`src/rtl/calc_port_resp.sv`:
```
// calc_port_resp: two-cycle request calculator with an in-order response FIFO
// Ports: c_clk   - rising-edge clock
//        reset   - synchronous, active-low
//        req_*   - command, operand1 and tag in the command cycle; operand2 in the next cycle
//        out_*   - one-cycle response {resp, data, tag}, all zero when idle
//        drop_err- sticky flag, a response was lost to FIFO overflow
// POP_HOLD inhibits popping for that many cycles after reset. It is 0 in normal
// use and exists so the FIFO can be filled to exercise the overflow path.
module calc_port_resp #(
    parameter int DEPTH    = 4,
    parameter int POP_HOLD = 0
) (
    input  logic        c_clk,
    input  logic        reset,
    input  logic [3:0]  req_cmd_in,
    input  logic [31:0] req_data_in,
    input  logic [1:0]  req_tag_in,
    output logic [1:0]  out_resp,
    output logic [31:0] out_data,
    output logic [1:0]  out_tag,
    output logic        drop_err
);
    localparam int AW = $clog2(DEPTH);
    localparam logic [AW:0] FULL = (AW+1)'(DEPTH);
    localparam logic [15:0] HOLD = 16'(POP_HOLD);

    typedef enum logic {IDLE, OP2} state_t;
    state_t state, state_nx;

    logic [3:0]    cmd_q;
    logic [31:0]   op1_q;
    logic [1:0]    tag_q;
    logic [35:0]   mem [DEPTH];
    logic [AW-1:0] wr_ptr, rd_ptr;
    logic [AW:0]   count;
    logic [15:0]   hold_cnt;
    logic [32:0]   sum;
    logic [1:0]    res_resp;
    logic [31:0]   res_data;
    logic          push, pop, wr;

    always_comb begin
        state_nx = (state == IDLE && req_cmd_in != 4'b0000) ? OP2 : IDLE;
        sum      = {1'b0, op1_q} + {1'b0, req_data_in};
        res_resp = 2'b01;
        res_data = '0;
        case (cmd_q)
            4'b0001: if (sum[32]) res_resp = 2'b10; else res_data = sum[31:0];
            4'b0010: if (req_data_in > op1_q) res_resp = 2'b10; else res_data = op1_q - req_data_in;
            4'b0101: res_data = op1_q << req_data_in[4:0];
            4'b0110: res_data = op1_q >> req_data_in[4:0];
            default: res_resp = 2'b10;
        endcase
        push = state == OP2;
        pop  = count != '0 && hold_cnt == '0;
        // a full FIFO still accepts a push when the head leaves in the same cycle
        wr   = push && (count != FULL || pop);
    end

    always_ff @(posedge c_clk) begin
        if (reset && wr)
            mem[wr_ptr] <= {res_resp, res_data, tag_q};
    end

    always_ff @(posedge c_clk) begin
        if (!reset) begin
            state    <= IDLE;
            cmd_q    <= '0;
            op1_q    <= '0;
            tag_q    <= '0;
            wr_ptr   <= '0;
            rd_ptr   <= '0;
            count    <= '0;
            hold_cnt <= HOLD;
            out_resp <= '0;
            out_data <= '0;
            out_tag  <= '0;
            drop_err <= 1'b0;
        end else begin
            state <= state_nx;
            if (state == IDLE && req_cmd_in != 4'b0000) begin
                cmd_q <= req_cmd_in;
                op1_q <= req_data_in;
                tag_q <= req_tag_in;
            end
            if (wr)
                wr_ptr <= wr_ptr + 1'b1;
            if (push && !wr)
                drop_err <= 1'b1;
            if (pop)
                rd_ptr <= rd_ptr + 1'b1;
            if (wr && !pop)
                count <= count + 1'b1;
            else if (pop && !wr)
                count <= count - 1'b1;
            if (hold_cnt != '0)
                hold_cnt <= hold_cnt - 1'b1;
            {out_resp, out_data, out_tag} <= pop ? mem[rd_ptr] : 36'd0;
        end
    end
endmodule

```
`config.mk`:
```
export PLATFORM = sky130hd
export DESIGN_NAME = calc_port_resp
export DESIGN_NICKNAME = d
export VERILOG_FILES = /design/src/rtl/calc_port_resp.sv
export SDC_FILE = /design/constraint.sdc
export NUM_CORES = 1
export LEC_CHECK = 0
export BUFFER_PORTS_ARGS = -buffer_cell sky130_fd_sc_hd__buf_2
export CAP_MARGIN = 15
export CORE_MARGIN = 1.5
export CORE_UTILIZATION = 55
export CTS_CLUSTER_DIAMETER = 30
export DETAILED_ROUTE_END_ITERATION = 16
export GPL_TIMING_DRIVEN = 0
export PLACE_DENSITY = 0.73
export SLEW_MARGIN = 25
export SYNTH_ARGS = -nofsm -noshare
export SYNTH_HDL_FRONTEND = slang
export SYNTH_SLANG_ARGS = --single-unit
```
`constraint.sdc`:
```
create_clock -name c_clk -period 9.55 [get_ports c_clk]
set_input_delay 0.955 -clock c_clk [delete_from_list [all_inputs] [get_ports c_clk]]
set_output_delay 0.955 -clock c_clk [all_outputs]
set_load 0.03 [all_outputs]
```
==> flow_summary.ini <==
[synth]
yosys.area_share.simple_pct = 14.7
synth_edf_count = 144
synth.cell_area_sq_um = 16100
synthCells = 1611
synthAdderAreaFrac_pct = 6.04
synth_ff_type = edfxtp_1
ys_seq_elements = 243
synth_nets = 1727
avgSynthCellArea_sq_um = 10.0
synth_compound_area_share_pct = 18.6
muxShareOfSynthArea_pct = 16.2
synth_top_family_by_area = compound AO/OA/AOI/OAI gates
synth_xor_area_share_pct = 0.815
yosysWarnings = 0
synthArstFlopShare_pct = 0
ys_seq_area_share_pct = 39.1
synth_cell_type_count = 78

[sta]
finalCriticalPeriod_ns = 6.43
fmax_mhz = 156
max_slew_margin_pct = 25.4
fin_skew_ns = 0.0178
final-setup-viol-count = 0
grt_setup_unrepaired = no
finalHoldViolCount = 0
min_period_over_period_pct = 67.3
worst-slew-pin-transition_ns = 1.12
maxSlewViolCount = 0
timing.setup.tns_ns = 0
fin_ws_ns = 3.12

[setup_path]
crit_fanout = 10
cp_slowest_cell = a21boi_1
r2r_end = mem[1][34]
arrival_ns = 6.68
required_ns = 9.80
reg2reg_depth = 11
timing.critical_path.depth = 15
start_kind = input port
cp.buffers_inverters = 7
criticalPathCategory = in2reg
cpPeakStageDelay_ns = 0.92
crit_family = compound AO/OA/AOI/OAI gates
worst_path_most_repeated_cell = clkbuf_1
endpoint_kind = flip-flop
r2r_start = op1_q[17]
r2r_setup_slack_ns = 3.82
crit_chain = buf_2 > inv_1 > buf_1 > clkbuf_1 > ha_1 > clkbuf_1 > nand2b_1 > a21o_1 > a22o_1 > o311ai_2 > a21boi_1 > clkbuf_1 > nand2_1 > o21ai_0 > inv_1

[floorplanning]
core-area_sq_um = 28800
row_count = 62
num_io_pins = 77
initial_core_util_pct = 56.0
die_h_um = 174
dieArea_sq_um = 30400
fp.dieW_um = 174

[route]
drt-wirelength-per-cell_um = 27.9
vias = 14743
drt_iter0_markers = 2006
drc_errors = 0
wirelength_um = 60500
drtAntennaViolNets = 0
first_pass_iters = 5
viasPerCell = 6.81

[grt]
grt_pass1_vias = 14310
antenna_found_initial = 2
gr-total-overflow = 0
grt_pass1_wl_um = 89900
grt_max_degree = 25
grt_usage_pct = 39.7

[hold_path]
whs_path_depth = 2
min_to = cmd_q[0]
hold_path_class = reg2reg
hp-start = cmd_q[0]

[clock_network]
cts_hold_buf = 0
clkSinkCount = 243
cts_setup_buffers = 0
h-tree-depth = 2
clkLatencyLatePin_ns = 0.55
cts_made_buffers = 49
cts_root_buffer = clkbuf_16
cts_tree = yes
cts_resized = 0
path_clk_slew_ns = 0.06
clockBufferDepth = 3

[layout]
syn_to_final_growth_pct = 16.9
most-common-layout-cells = nand2_1 (148), edfxtp_1 (144), nor2_1 (130), dfxtp_1 (99), buf_2 (91)
layout-drive-gt1-share_pct = 16.6
antenna_cells = 0
nets = 1857
final_common_cell = nand2_1
finalCoreUtilization_pct = 65.5

[flow_run]
drv_cap = 0

[power_and_ir_drop]
ir_worst_vdd_v = 0.000212
p_leak_nw = 7.48
power_density_nw_per_um2 = 216
power_mw = 4.06

[status]
status = finished, final reports clean

[placement]
portBuffers = 75
pre_cts_ws_ns = 2.96
place.gp.congestion = 1.05
dp_hpwl_um = 45000
==> Yosys cell counts, types with 10 or more instances <==
cell type	number	area [sq um]
edfxtp_1	144	4320
clkbuf_1	78	293
o22ai_1	27	169
inv_1	72	270
and2_1	19	119
a21o_1	20	150
nor3_1	24	120
buf_1	17	63.8
and3_1	50	313
buf_2	16	80.1
a221oi_1	19	166
a21oi_1	86	430
or2_2	11	68.8
mux4_2	76	1710
a211oi_1	14	105
nor4_1	14	87.6
dfxtp_1	99	1980
mux2i_1	75	751
nand2b_1	13	81.3
nor2b_1	20	125
ha_1	73	913
o221ai_1	10	87.6
nand3_1	19	95.1
a21boi_0	46	345
o211ai_1	21	158
o21ai_0	70	350
or3_1	14	87.6
a22oi_1	13	97.6
mux2_2	13	146
nand2_1	148	556
nor2_1	131	492
==> per-stage QoR <==
step / cell area (sq um) / instances / hold slack [ns]
2_1_floorplan: 16100 / 1611 / 0.452
5_1_grt: 18900 / 2166 / 0.508
6_report: 18900 / 2166 / 0.482
3_3_place_gp: 17000 / 2070 / 0.466
3_5_place_dp: 17100 / 2074 / 0.470
4_1_cts: 18900 / 2166 / 0.476
==> kinds of logic after synthesis <==
| group | Yosys count |
|---|---|
| xor+xnor | 15 |
| buf+inv | 186 |
| flops | 243 |
| simple gates | 492 |
| mux | 164 |
| fa+ha+maj | 76 |
| compound gates | 435 |
==> worst max-delay path by stage <==
stage	startpoint	to	slack (ns)
CTS	req_data_in[3]	mem[1][34]	3.49
global route	req_data_in[1]	mem[1][28]	3.10
detailed placement	req_data_in[1]	mem[1][28]	2.96
finish	req_data_in[2]	mem[1][34]	3.12
global placement	req_data_in[1]	mem[0][28]	2.94
floorplan	req_data_in[1]	mem[0][20]	5.01
==> registers in the layout, indices dropped and copies added (netlist names) <==
signal    flops
mem         144
op1_q        32
out_data     32
hold_cnt     16
cmd_q         4
count         3
out_resp      2
out_tag       2
rd_ptr        2
tag_q         2
wr_ptr        2
drop_err      1
push          1
==> cell type report <==
cell class / instances / area, sq um
Tap cell: 384 / 480
Multi-Input combinational cell: 1182 / 9100
Fill cell: 2256 / 9930
Inverter: 73 / 274
Sequential cell: 243 / 6310
Timing Repair Buffer: 79 / 455
Buffer: 113 / 460
Clock inverter: 39 / 517
Clock buffer: 53 / 1260
==> worst reg2reg max path: cells and delay by family (launching register included) <==
kind,cells,cell delay [ns]
AOI/OAI and AO/OA,6,2.92
adders and majority gates,1,0.38
DFF,1,0.70
and+or+nand+nor,1,0.30
buffers and inverters,3,1.13
==> where the power goes <==
group          internal [mW]  switching [mW]
registers               1.21          0.0829
logic                  0.354           0.581
clock network           1.23           0.598
total                   2.80            1.26
==> per-layer routing <==
| metal | wire, um | GRT usage, % | part of all wire, % | vias up |
|---|---|---|---|---|
| li1 | - | - | - | 6392 |
| met1 | 23200 | 50.7 | 38 | 7149 |
| met2 | 27900 | 64.5 | 46 | 984 |
| met3 | 5550 | 6.08 | 9.2 | 216 |
| met4 | 3840 | 22.5 | 6.3 | 2 |
| met5 | 19 | 0 | 0.031 | - |
(Power assumes the default switching activity.)
